**config.mk**
```make
export PLATFORM = sky130hd
export DESIGN_NAME = des_round_engine
export DESIGN_NICKNAME = d
export VERILOG_FILES = /design/src/rtl/des_round_engine.sv
export SDC_FILE = /design/constraint.sdc
export NUM_CORES = 1
export LEC_CHECK = 0
export ABC_AREA = 1
export CORE_ASPECT_RATIO = 0.8
export CORE_MARGIN = 2
export CORE_UTILIZATION = 30
export CTS_BUF_LIST = sky130_fd_sc_hd__clkbuf_8
export DETAILED_ROUTE_END_ITERATION = 10
export GPL_ROUTABILITY_DRIVEN = 0
export PLACE_DENSITY = 0.69
export SYNTH_ARGS = -nofsm -noshare
export SYNTH_HDL_FRONTEND = slang
export SYNTH_SLANG_ARGS = --single-unit
```
**constraint.sdc**
```tcl
create_clock -name i_clk -period 7.5 [get_ports i_clk]
set_input_delay 2.25 -clock i_clk [delete_from_list [all_inputs] [get_ports i_clk]]
set_output_delay 2.25 -clock i_clk [all_outputs]
set_load 0.03 [all_outputs]
```
**src/rtl/des_round_engine.sv**
```systemverilog
// Iterative 16-round DES Feistel core with on-the-fly key schedule; f-function is external.
// Vectors are declared [N-1:0] with the MSB holding DES bit 1.
module des_round_engine (
  input  logic        i_clk,
  input  logic        i_set,
  input  logic        i_start,
  input  logic        i_decrypt,
  input  logic [63:0] i_data_in,
  input  logic [63:0] i_key_in,
  output logic [31:0] o_f_r,
  output logic [47:0] o_f_k,
  input  logic [31:0] i_f_out,
  output logic        o_busy,
  output logic        o_status,
  output logic [63:0] o_data_out
);

  // state | meaning
  // IDLE  | waiting for start after reset
  // ROUND | one Feistel round per clock, 16 cycles
  // DONE  | result valid in o_data_out, start accepted again
  typedef enum logic [1:0] {S_IDLE, S_ROUND, S_DONE} state_t;

  localparam int PC1 [56] = '{
    57, 49, 41, 33, 25, 17,  9,  1, 58, 50, 42, 34, 26, 18,
    10,  2, 59, 51, 43, 35, 27, 19, 11,  3, 60, 52, 44, 36,
    63, 55, 47, 39, 31, 23, 15,  7, 62, 54, 46, 38, 30, 22,
    14,  6, 61, 53, 45, 37, 29, 21, 13,  5, 28, 20, 12,  4};

  localparam int PC2 [48] = '{
    14, 17, 11, 24,  1,  5,  3, 28, 15,  6, 21, 10,
    23, 19, 12,  4, 26,  8, 16,  7, 27, 20, 13,  2,
    41, 52, 31, 37, 47, 55, 30, 40, 51, 45, 33, 48,
    44, 49, 39, 56, 34, 53, 46, 42, 50, 36, 29, 32};

  function automatic logic [55:0] pc1(input logic [63:0] k);
    logic [55:0] p;
    p = '0;
    for (int i = 0; i < 56; i++) p[6'(55 - i)] = k[6'(64 - PC1[6'(i)])];
    return p;
  endfunction

  function automatic logic [47:0] pc2(input logic [55:0] cd);
    logic [47:0] p;
    p = '0;
    for (int i = 0; i < 48; i++) p[6'(47 - i)] = cd[6'(56 - PC2[6'(i)])];
    return p;
  endfunction

  // Decrypt walks the schedule backwards, so it rotates right starting with 0.
  function automatic logic [27:0] rot(input logic [27:0] v, input logic dec, input logic [1:0] amt);
    case ({dec, amt})
      3'b001:  return {v[26:0], v[27]};
      3'b010:  return {v[25:0], v[27:26]};
      3'b101:  return {v[0], v[27:1]};
      3'b110:  return {v[1:0], v[27:2]};
      default: return v;
    endcase
  endfunction

  state_t      r_state, w_state_nxt;
  logic [31:0] r_l, r_r;
  logic [27:0] r_c, r_d;
  logic [3:0]  r_cnt;
  logic        r_dec;
  logic        r_status;
  logic [63:0] r_data_out;

  logic        w_accept, w_last;
  logic [1:0]  w_amt;
  logic [27:0] w_c_rot, w_d_rot;
  logic [31:0] w_r_new;

  always_comb begin
    w_amt = 2'd2;
    if (r_cnt == 4'd0) w_amt = r_dec ? 2'd0 : 2'd1;
    else if (r_cnt == 4'd1 || r_cnt == 4'd8 || r_cnt == 4'd15) w_amt = 2'd1;
  end

  assign w_c_rot = rot(r_c, r_dec, w_amt);
  assign w_d_rot = rot(r_d, r_dec, w_amt);
  assign w_r_new = r_l ^ i_f_out;

  assign o_f_r      = r_r;
  assign o_f_k      = pc2({w_c_rot, w_d_rot});
  assign o_status   = r_status;
  assign o_data_out = r_data_out;

  always_comb begin
    w_state_nxt = r_state;
    w_accept    = 1'b0;
    w_last      = 1'b0;
    o_busy      = 1'b0;
    case (r_state)
      S_IDLE, S_DONE: begin
        if (i_start) begin
          w_accept    = 1'b1;
          w_state_nxt = S_ROUND;
        end
      end
      S_ROUND: begin
        o_busy = 1'b1;
        if (r_cnt == 4'd15) begin
          w_last      = 1'b1;
          w_state_nxt = S_DONE;
        end
      end
      default: w_state_nxt = S_IDLE;
    endcase
  end

  always_ff @(posedge i_clk or posedge i_set) begin
    if (i_set) r_state <= S_IDLE;
    else       r_state <= w_state_nxt;
  end

  always_ff @(posedge i_clk or posedge i_set) begin
    if (i_set) begin
      r_l        <= '0;
      r_r        <= '0;
      r_c        <= '0;
      r_d        <= '0;
      r_cnt      <= '0;
      r_dec      <= 1'b0;
      r_status   <= 1'b0;
      r_data_out <= '0;
    end else if (w_accept) begin
      r_l        <= i_data_in[63:32];
      r_r        <= i_data_in[31:0];
      {r_c, r_d} <= pc1(i_key_in);
      r_dec      <= i_decrypt;
      r_cnt      <= '0;
      r_status   <= 1'b0;
    end else if (r_state == S_ROUND) begin
      r_l   <= r_r;
      r_r   <= w_r_new;
      r_c   <= w_c_rot;
      r_d   <= w_d_rot;
      r_cnt <= r_cnt + 4'd1;
      // No final swap: the inverse-IP stage expects R16||L16.
      if (w_last) begin
        r_data_out <= {w_r_new, r_r};
        r_status   <= 1'b1;
      end
    end
  end

endmodule
```
==> results of run 1 <==
-- critical path, cell delays in order, from the launching register on --
cell,delay (ns)
dfrtp_1,0.39
inv_1,0.09
ha_1,0.24
o21ai_2,0.47
nand3_1,0.96
nand3_1,0.27
o21ai_0,0.12
nor2_1,0.11
nand2_1,0.14
clkdlybuf4s50_1,0.64
-- per-layer routing --
| layer | global-route usage | vias to the layer above | part of all wire |
|---|---|---|---|
| met4 | 0.0379 | 0 | 0.0092 |
| met5 | 0 | - | 0 |
| met2 | 0.288 | 356 | 0.46 |
| li1 | - | 4331 | - |
| met1 | 0.237 | 4329 | 0.45 |
| met3 | 0.0359 | 21 | 0.079 |
-- registers in the layout, indices dropped and copies added, names as in the netlist --
signal and flops:
o_f_r 32, r_l 32, r_cnt 4, r_state 2, r_c 28, r_d 28
o_status 1, r_dec 1, o_data_out 64
-- worst max path at each step --
stage	startpoint	end	slack (ns)	cells past startpoint
floorplan	i_set	o_data_out[0]	0.02	1
global placement	r_cnt[0]	o_f_k[31]	1.97	9
detailed placement	r_cnt[0]	o_f_k[31]	1.93	9
CTS	r_cnt[0]	o_f_k[31]	1.36	9
global route	r_cnt[0]	o_f_k[31]	0.99	9
finish	r_cnt[0]	o_f_k[31]	1.35	9
-- power by group through the flow --
stage	registers, mW	logic, mW	clock network [mW]
2_1_floorplan	2.28	1.54	0
3_3_place_gp	1.86	3.00	0
3_5_place_dp	1.88	3.05	0
4_1_cts	1.86	3.06	0.723
5_1_grt	1.92	3.33	0.765
6_report	1.86	3.05	0.697
-- cell type report --
type,instances,share of cell area
Antenna cell,1,0.000201
Clock buffer,17,0.0188
Clock inverter,14,0.0135
Inverter,75,0.0232
Multi-Input combinational cell,921,0.336
Sequential cell,192,0.386
Tap cell,420,0.0422
Timing Repair Buffer,228,0.181
-- cell usage after synthesis, drive strengths merged --
master / count
o21ai: 126
a22o: 2
a31oi: 12
clkinv: 1
nor3b: 1
o211ai: 15
nand2: 509
nand4: 9
conb: 1
xor2: 32
ha: 3
dfrtp: 192
nand3: 56
clkbuf: 43
nor2: 56
nor4: 1
buf: 69
a21oi: 6
o22ai: 55
inv: 74
-- placed cells by master (no fill, tap or decap), types with 9 or more instances in the layout --
master	instances
nand2_1	506
clkdlybuf4s50_1	215
dfrtp_1	192
o21ai_0	96
inv_1	65
o22ai_1	55
nand3_1	54
nor2_1	54
conb_1	38
xor2_1	32
o21ai_1	28
clkbuf_8	17
o211ai_1	15
buf_4	13
a31oi_1	12
nand4_1	9
-- kinds of logic (layout without fill, tap and decap cells) --
logic type / Yosys count / after routing / share of synthesized area
XOR/XNOR: 32 / 32 / 0.0288
buffers and inverters: 187 / 334 / 0.0927
flip-flops: 192 / 192 / 0.494
AND/OR/NAND/NOR: 632 / 632 / 0.256
AO/OA/AOI/OAI: 216 / 216 / 0.125
other: 1 / 39 / 0.000385
adder cells (fa/ha/maj): 3 / 3 / 0.00386
-- per-stage QoR --
step	total power, mW	instance area (sq um)	worst slack [ns]
2_1_floorplan	3.82	9870	0.0228
3_3_place_gp	4.86	12100	1.97
3_5_place_dp	4.93	12100	1.93
4_1_cts	5.64	12500	1.36
5_1_grt	6.02	12500	0.992
6_report	5.61	12500	1.35
==> results.json, run 1 <==
{
  "grt_pass1_wl_um": 46300,
  "nFillCells": 3208,
  "min_period_over_period": 0.820,
  "switchingPower_mw": 2.81,
  "drt_first_pass_iters": 5,
  "track_usage": 0.175,
  "ys_seq_area_frac": 0.494,
  "p_leak_nw": 5.76,
  "relSlewSlack": 0.182,
  "multi_input_area_sq_um": 4180,
  "cp.required_ns": 5.25,
  "cts_setup_buffers": 0,
  "cts_resized": 0,
  "wl_um": 29600,
  "die_x_um": 205,
  "clk_pin_slew_worst_paths_ns": 0.11,
  "syn_avg_cell_area_sq_um": 7.71,
  "setup_viol": 0,
  "synthTopCellsByArea": "dfrtp_1, nand2_1, o21ai_0",
  "io_buffers": 215,
  "drc": 0,
  "nets": 1602,
  "area_growth_pct": 27.9,
  "dp_hpwl_um": 19700,
  "p_seq_frac": 0.333,
  "ys_warn_count": 0,
  "vias": 9037,
  "ios": 310,
  "end_kind": "output port",
  "h-tree-depth": 4,
  "ys_ff_latch": 192,
  "initial_core_util": 0.307,
  "final_cells": 1868,
  "ys_types": 29,
  "post-route-util": 0.393,
  "netSwitchingFraction": 0.501,
  "place_inst": 1836,
  "syn-cell-area_sq_um": 9730,
  "core_sq_um": 31700,
  "rows": 58,
  "cap_violations": 0,
  "fin_tns_setup_ns": 0,
  "antenna_found_initial": 2,
  "dieArea_sq_um": 33900,
  "power.internal_mw": 2.80,
  "status": "complete, no violations",
  "wl_per_cell_um": 15.9,
  "r2r-end": "r_d[20]",
  "whs_ns": 0.482,
  "grt_pass1_vias": 8607,
  "grt_max_degree": 97,
  "min_path_type": "flop to flop",
  "crit_type": "flop to output port",
  "crit_arrival_ns": 3.90,
  "overflow": 0,
  "p_comb_frac": 0.543,
  "grt_setup_unrepaired": "false",
  "cts-root-buf": "clkbuf_8",
  "r2r_setup_slack_ns": 3.38,
  "tightest_slew_ns": 1.22,
  "hp-start": "o_data_out[48]",
  "cts_buffers": 17,
  "layout-drive-gt1-share": 0.0428,
  "die_h_um": 165,
  "vias_per_cell": 4.84,
  "clock_skew_ns": 0.0248,
  "start_kind": "flop",
  "clkPwrFrac": 0.124,
  "synth_largest_area_cell": "dfrtp_1",
  "seqCellArea_sq_um": 4800,
  "cts_tree": "done",
  "synth_cells": 1263,
  "fmax_mhz": 163,
  "antenna_left": 0,
  "clk_latency_ns": 0.49,
  "worst_r2r_path_depth": 8,
  "reg2reg_from": "r_cnt[0]",
  "cp_max_fo": 29,
  "clockBufferDepth": 2,
  "synth_top_area_share": 0.494,
  "finalCriticalPeriod_ns": 6.15,
  "hold_end": "o_data_out[48]",
  "drt_iter0_markers": 888,
  "power_density_nw_per_um2": 450,
  "cts.sinks": 192,
  "cts_hold_buf": 0,
  "ir_worst_vdd_v": 0.000209,
  "hold_path_depth": 2,
  "hold_viol": 0,
  "report.final.slew_viol_count": 0
}
No activity file was read; power rests on OpenSTA's default activity.
==> run 2: changes to the inputs <==
--- a/config.mk
+++ b/config.mk
@@ -12,7 +12,7 @@
 export CTS_BUF_LIST = sky130_fd_sc_hd__clkbuf_8
 export DETAILED_ROUTE_END_ITERATION = 10
 export GPL_ROUTABILITY_DRIVEN = 0
-export PLACE_DENSITY = 0.69
+export PLACE_DENSITY = 0.67
 export SYNTH_ARGS = -nofsm -noshare
 export SYNTH_HDL_FRONTEND = slang
 export SYNTH_SLANG_ARGS = --single-unit
==> constraint.sdc (replaced) <==
create_clock -name i_clk -period 6.28 [get_ports i_clk]
set_input_delay 1.884 -clock i_clk [delete_from_list [all_inputs] [get_ports i_clk]]
set_output_delay 1.884 -clock i_clk [all_outputs]
set_load 0.03 [all_outputs]
==> run 2 against run 1 <==
Net effect:
- first-iteration DRC count down 12%
- sequential power up 19%
- flip-flop and latch count unchanged
- core utilization up 0.099 points
- cell count about the same
- routed wire length up 0.14%
- via count down 0.33%
- power up 20%
- combinational power up 20%
- clock-buffer cell count unchanged
==> results.json, run 2 (synthesis gave the netlist of run 1 again) <==
{
  "cts_resized": 0,
  "clockBufferDepth": 2,
  "whs_ns": 0.480,
  "fin_tns_setup_ns": 0,
  "report.final.slew_viol_count": 0,
  "drt_iter0_markers": 783,
  "h-tree-depth": 4,
  "track_usage": 0.176,
  "dp_hpwl_um": 19300,
  "worst_r2r_path_depth": 10,
  "hold_viol": 0,
  "r2r-end": "r_c[15]",
  "grt_max_degree": 108,
  "cap_violations": 0,
  "cts-root-buf": "clkbuf_8",
  "n_antenna_cell": 0,
  "min_path_type": "flop to flop",
  "die_x_um": 205,
  "final_common_cell": "nand2_1",
  "antenna_left": 0,
  "ir_worst_vdd_v": 0.000348,
  "status": "complete, no violations",
  "setup_viol": 0,
  "wl_um": 29700,
  "layout-drive-gt1-share": 0.0442,
  "core_sq_um": 31700,
  "start_kind": "flop",
  "end_kind": "output port",
  "ios": 310,
  "largest_reg_flops": 64,
  "crit_arrival_ns": 3.31,
  "cts_setup_buffers": 0,
  "tightest_slew_ns": 1.15,
  "nets": 1604,
  "grt_setup_unrepaired": "false",
  "power_density_nw_per_um2": 537,
  "grt_pass1_wl_um": 46600,
  "r2r_setup_slack_ns": 3.25,
  "grt_pass1_vias": 8518,
  "vias": 9007,
  "most-common-layout-cells": "nand2_1, clkdlybuf4s50_1, dfrtp_1",
  "crit_type": "flop to output port",
  "overflow": 0,
  "drt_first_pass_iters": 5,
  "reg2reg_from": "r_cnt[0]",
  "cts.sinks": 192,
  "total_power_mw": 6.70,
  "antenna_found_initial": 0,
  "dieArea_sq_um": 33900,
  "initial_core_util": 0.307,
  "vias_per_cell": 4.82,
  "min_period_over_period": 0.827,
  "drc": 0,
  "clk_pin_slew_worst_paths_ns": 0.12,
  "relSlewSlack": 0.234,
  "cp_max_fo": 51,
  "crit_path_end": "o_f_k[21]",
  "fmax_mhz": 193,
  "rows": 58,
  "finalCriticalPeriod_ns": 5.19,
  "die_h_um": 165,
  "wl_per_cell_um": 15.9,
  "clock_skew_ns": 0.0225,
  "cts_buffers": 17,
  "io_buffers": 215,
  "area_growth_pct": 28.3,
  "clk_latency_ns": 0.49,
  "design_area_sq_um": 12500,
  "worstSetupStartpoint": "r_cnt[0]",
  "cts_hold_buf": 0,
  "cp.required_ns": 4.40,
  "cts_tree": "done",
  "dpl_cell_area_sq_um": 12100,
  "p_leak_nw": 5.77,
  "nFillCells": 3264
}
-- run 2: worst min path at each step --
stage                                 to  slack, ns  depth (start not counted)           start
after floorplan                  r_d[13]       0.45                          2         r_d[13]
after global placement    o_data_out[21]       0.45                          2  o_data_out[21]
after detailed placement  o_data_out[53]       0.46                          2  o_data_out[53]
after CTS                 o_data_out[53]       0.49                          2  o_data_out[53]
after global routing       o_data_out[4]       0.50                          2   o_data_out[4]
final                     o_data_out[47]       0.48                          2  o_data_out[47]
-- run 2: cell type report --
cell class / instances / area [sq um] / share of cell area
tap: 420 / 526 / 0.0421
multi-input combinational: 921 / 4180 / 0.335
timing repair buffer: 230 / 2290 / 0.183
clock inverter: 14 / 165 / 0.0132
clock buffer: 17 / 234 / 0.0187
inverter: 75 / 285 / 0.0228
sequential: 192 / 4800 / 0.385
-- run 2: worst max-delay path, cell delays in order, from the launching register on --
cell and delay [ns]:
dfrtp_1 0.40, inv_1 0.09, ha_1 0.24, o21ai_2 0.48, nand3_1 0.13, buf_4 0.30, o21ai_0 0.25, nor2_1 0.07
nand2_1 0.14, clkdlybuf4s50_1 0.70
-- run 2: metrics by stage --
| step | setup WS [ns] | util | instances |
|---|---|---|---|
| 6_report | 1.09 | 0.394 | 1869 |
| 4_1_cts | 1.06 | 0.394 | 1869 |
| 3_5_place_dp | 1.65 | 0.381 | 1838 |
| 5_1_grt | 0.869 | 0.394 | 1869 |
| 3_3_place_gp | 1.69 | 0.381 | 1838 |
| 2_1_floorplan | 1.92 | - | 1300 |
-- run 2: routing by layer --
| layer | vias up | wire length [um] | track usage |
|---|---|---|---|
| met5 | - | 0 | 0 |
| met2 | 367 | 13400 | 0.279 |
| met1 | 4284 | 13800 | 0.248 |
| met3 | 17 | 2230 | 0.0361 |
| li1 | 4339 | - | - |
| met4 | 0 | 248 | 0.0366 |
-- run 2: where the power goes --
group	switching, mW	total (mW)	internal [mW]
combinational	2.40	3.66	1.26
sequential	0.418	2.21	1.79
clock	0.535	0.838	0.303
==> run 3: changes to the inputs <==
==> constraint.sdc (replaced) <==
create_clock -name i_clk -period 4.9 [get_ports i_clk]
set_input_delay 1.47 -clock i_clk [delete_from_list [all_inputs] [get_ports i_clk]]
set_output_delay 1.47 -clock i_clk [all_outputs]
set_load 0.03 [all_outputs]
==> run 3 against run 2 <==
Net effect:
- via count is 0.26% higher
- clock skew is 0.0023 ns higher
- first-iteration DRC count is 2.9% higher
- flip-flop and latch count stayed put
- sequential power is 28% higher
- worst hold slack hardly changed
- cell count is 0.21% higher
- sequential share of layout area is 0.29 points lower
- register-to-register slack worse by 1.6 ns
- non-clock buffer count is 3 higher
- core utilization is 0.30 points higher
- critical path type unchanged
==> results.json, run 3 (synthesis gave the netlist of run 1 again) <==
{
  "final_cells": 1873,
  "antenna_left": 0,
  "largest_reg_flops": 64,
  "hold_viol": 0,
  "core_sq_um": 31700,
  "vias": 9030,
  "p_leak_nw": 5.83,
  "cap_violations": 0,
  "cts_tree": "done",
  "status": "complete, no violations",
  "end_kind": "output port",
  "io_buffers": 215,
  "clk_pin_slew_worst_paths_ns": 0.12,
  "wl_um": 29500,
  "reg2reg_from": "r_state[1]",
  "antenna_found_initial": 0,
  "fin_tns_setup_ns": 0,
  "wl_per_cell_um": 15.8,
  "cp_max_fo": 12,
  "cts_hold_buf": 0,
  "drt_iter0_markers": 806,
  "initial_core_util": 0.307,
  "drc": 0,
  "power.internal_mw": 4.37,
  "clock_skew_ns": 0.0249,
  "nets": 1607,
  "cp.required_ns": 3.43,
  "cts_buffers": 17,
  "tightest_slew_ns": 1.22,
  "r2r-end": "r_c[19]",
  "total_power_mw": 8.67,
  "clkPwrFrac": 0.123,
  "finalCriticalPeriod_ns": 4.56,
  "hold_end": "o_data_out[30]",
  "cts.sinks": 192,
  "start_kind": "flop",
  "vias_per_cell": 4.82,
  "crit_arrival_ns": 3.09,
  "rows": 58,
  "dieArea_sq_um": 33900,
  "whs_ns": 0.481,
  "track_usage": 0.174,
  "netSwitchingFraction": 0.496,
  "ir_worst_vdd_v": 0.000315,
  "worst_r2r_path_depth": 6,
  "power_density_nw_per_um2": 690,
  "cts-root-buf": "clkbuf_8",
  "grt_pass1_wl_um": 46500,
  "hold_path_depth": 2,
  "cts_resized": 0,
  "die_h_um": 165,
  "relSlewSlack": 0.186,
  "die_x_um": 205,
  "report.final.slew_viol_count": 0,
  "setup_viol": 0,
  "min_period_over_period": 0.931,
  "crit_type": "flop to output port",
  "p_seq_frac": 0.327,
  "grt_max_degree": 62,
  "clk_latency_ns": 0.49,
  "fmax_mhz": 219,
  "clockBufferDepth": 2,
  "area_growth_pct": 29.2,
  "hp-start": "o_data_out[30]",
  "overflow": 0,
  "place_inst": 1841,
  "most-common-layout-cells": "nand2_1, clkdlybuf4s50_1, dfrtp_1",
  "h-tree-depth": 4,
  "n_antenna_cell": 0,
  "cts_setup_buffers": 0,
  "min_path_type": "flop to flop",
  "switchingPower_mw": 4.30,
  "final_common_cell": "nand2_1",
  "layout-drive-gt1-share": 0.0523,
  "r2r_setup_slack_ns": 1.64,
  "grt_pass1_vias": 8543,
  "grt_setup_unrepaired": "false",
  "drt_first_pass_iters": 5,
  "ios": 310,
  "p_comb_frac": 0.551,
  "dp_hpwl_um": 19300
}
-- run 3: layer usage --
metal	up-vias	wire length, um	track usage	part of all wire
li1	4340	-	-	-
met1	4265	13300	0.241	0.45
met2	404	13300	0.273	0.45
met3	21	2590	0.0442	0.088
met4	0	321	0.0396	0.011
met5	-	0	0	0
-- run 3: power by group through the flow --
| stage | sequential [mW] | clock, mW | combinational (mW) |
|---|---|---|---|
| 6_report | 2.83 | 1.07 | 4.78 |
| 3_3_place_gp | 2.83 | 0 | 4.72 |
| 2_1_floorplan | 3.49 | 0 | 2.36 |
| 4_1_cts | 2.83 | 1.11 | 4.79 |
| 3_5_place_dp | 2.86 | 0 | 4.77 |
| 5_1_grt | 2.93 | 1.17 | 5.23 |
-- run 3: stage by stage --
step / area, sq um / util / worst slack [ns]
after CTS: 12600 / 0.397 / 0.285
after global placement: 12200 / 0.384 / 0.875
final: 12600 / 0.397 / 0.338
after detailed placement: 12200 / 0.384 / 0.837
after global routing: 12600 / 0.397 / 0.0348
after floorplan: 9880 / - / 0.954
-- run 3: final cells by class --
class	count	area [sq um]
Timing Repair Buffer	233	2380
Clock buffer	17	234
Sequential cell	192	4800
Tap cell	420	526
Multi-Input combinational cell	921	4180
Clock inverter	15	171
Fill cell	3220	19100
Inverter	75	285
-- run 3: how the worst max path moves through the flow --
stage,from,end,slack (ns),depth (start not counted)
after floorplan,i_set,o_data_out[0],0.95,1
after global placement,r_cnt[0],o_f_k[17],0.88,8
after detailed placement,r_cnt[0],o_f_k[17],0.84,8
after CTS,r_cnt[0],o_f_k[17],0.29,8
after global routing,r_cnt[0],o_f_k[17],0.03,10
final,r_cnt[0],o_f_k[17],0.34,8
-- run 3: critical path, stage by stage (launching register included) --
cell and delay (ns):
dfrtp_1 0.39, inv_1 0.09, ha_1 0.24, o21ai_2 0.47, nand3_2 0.33, o21ai_1 0.22, nor2_1 0.07, nand2_1 0.12
clkdlybuf4s50_1 0.69
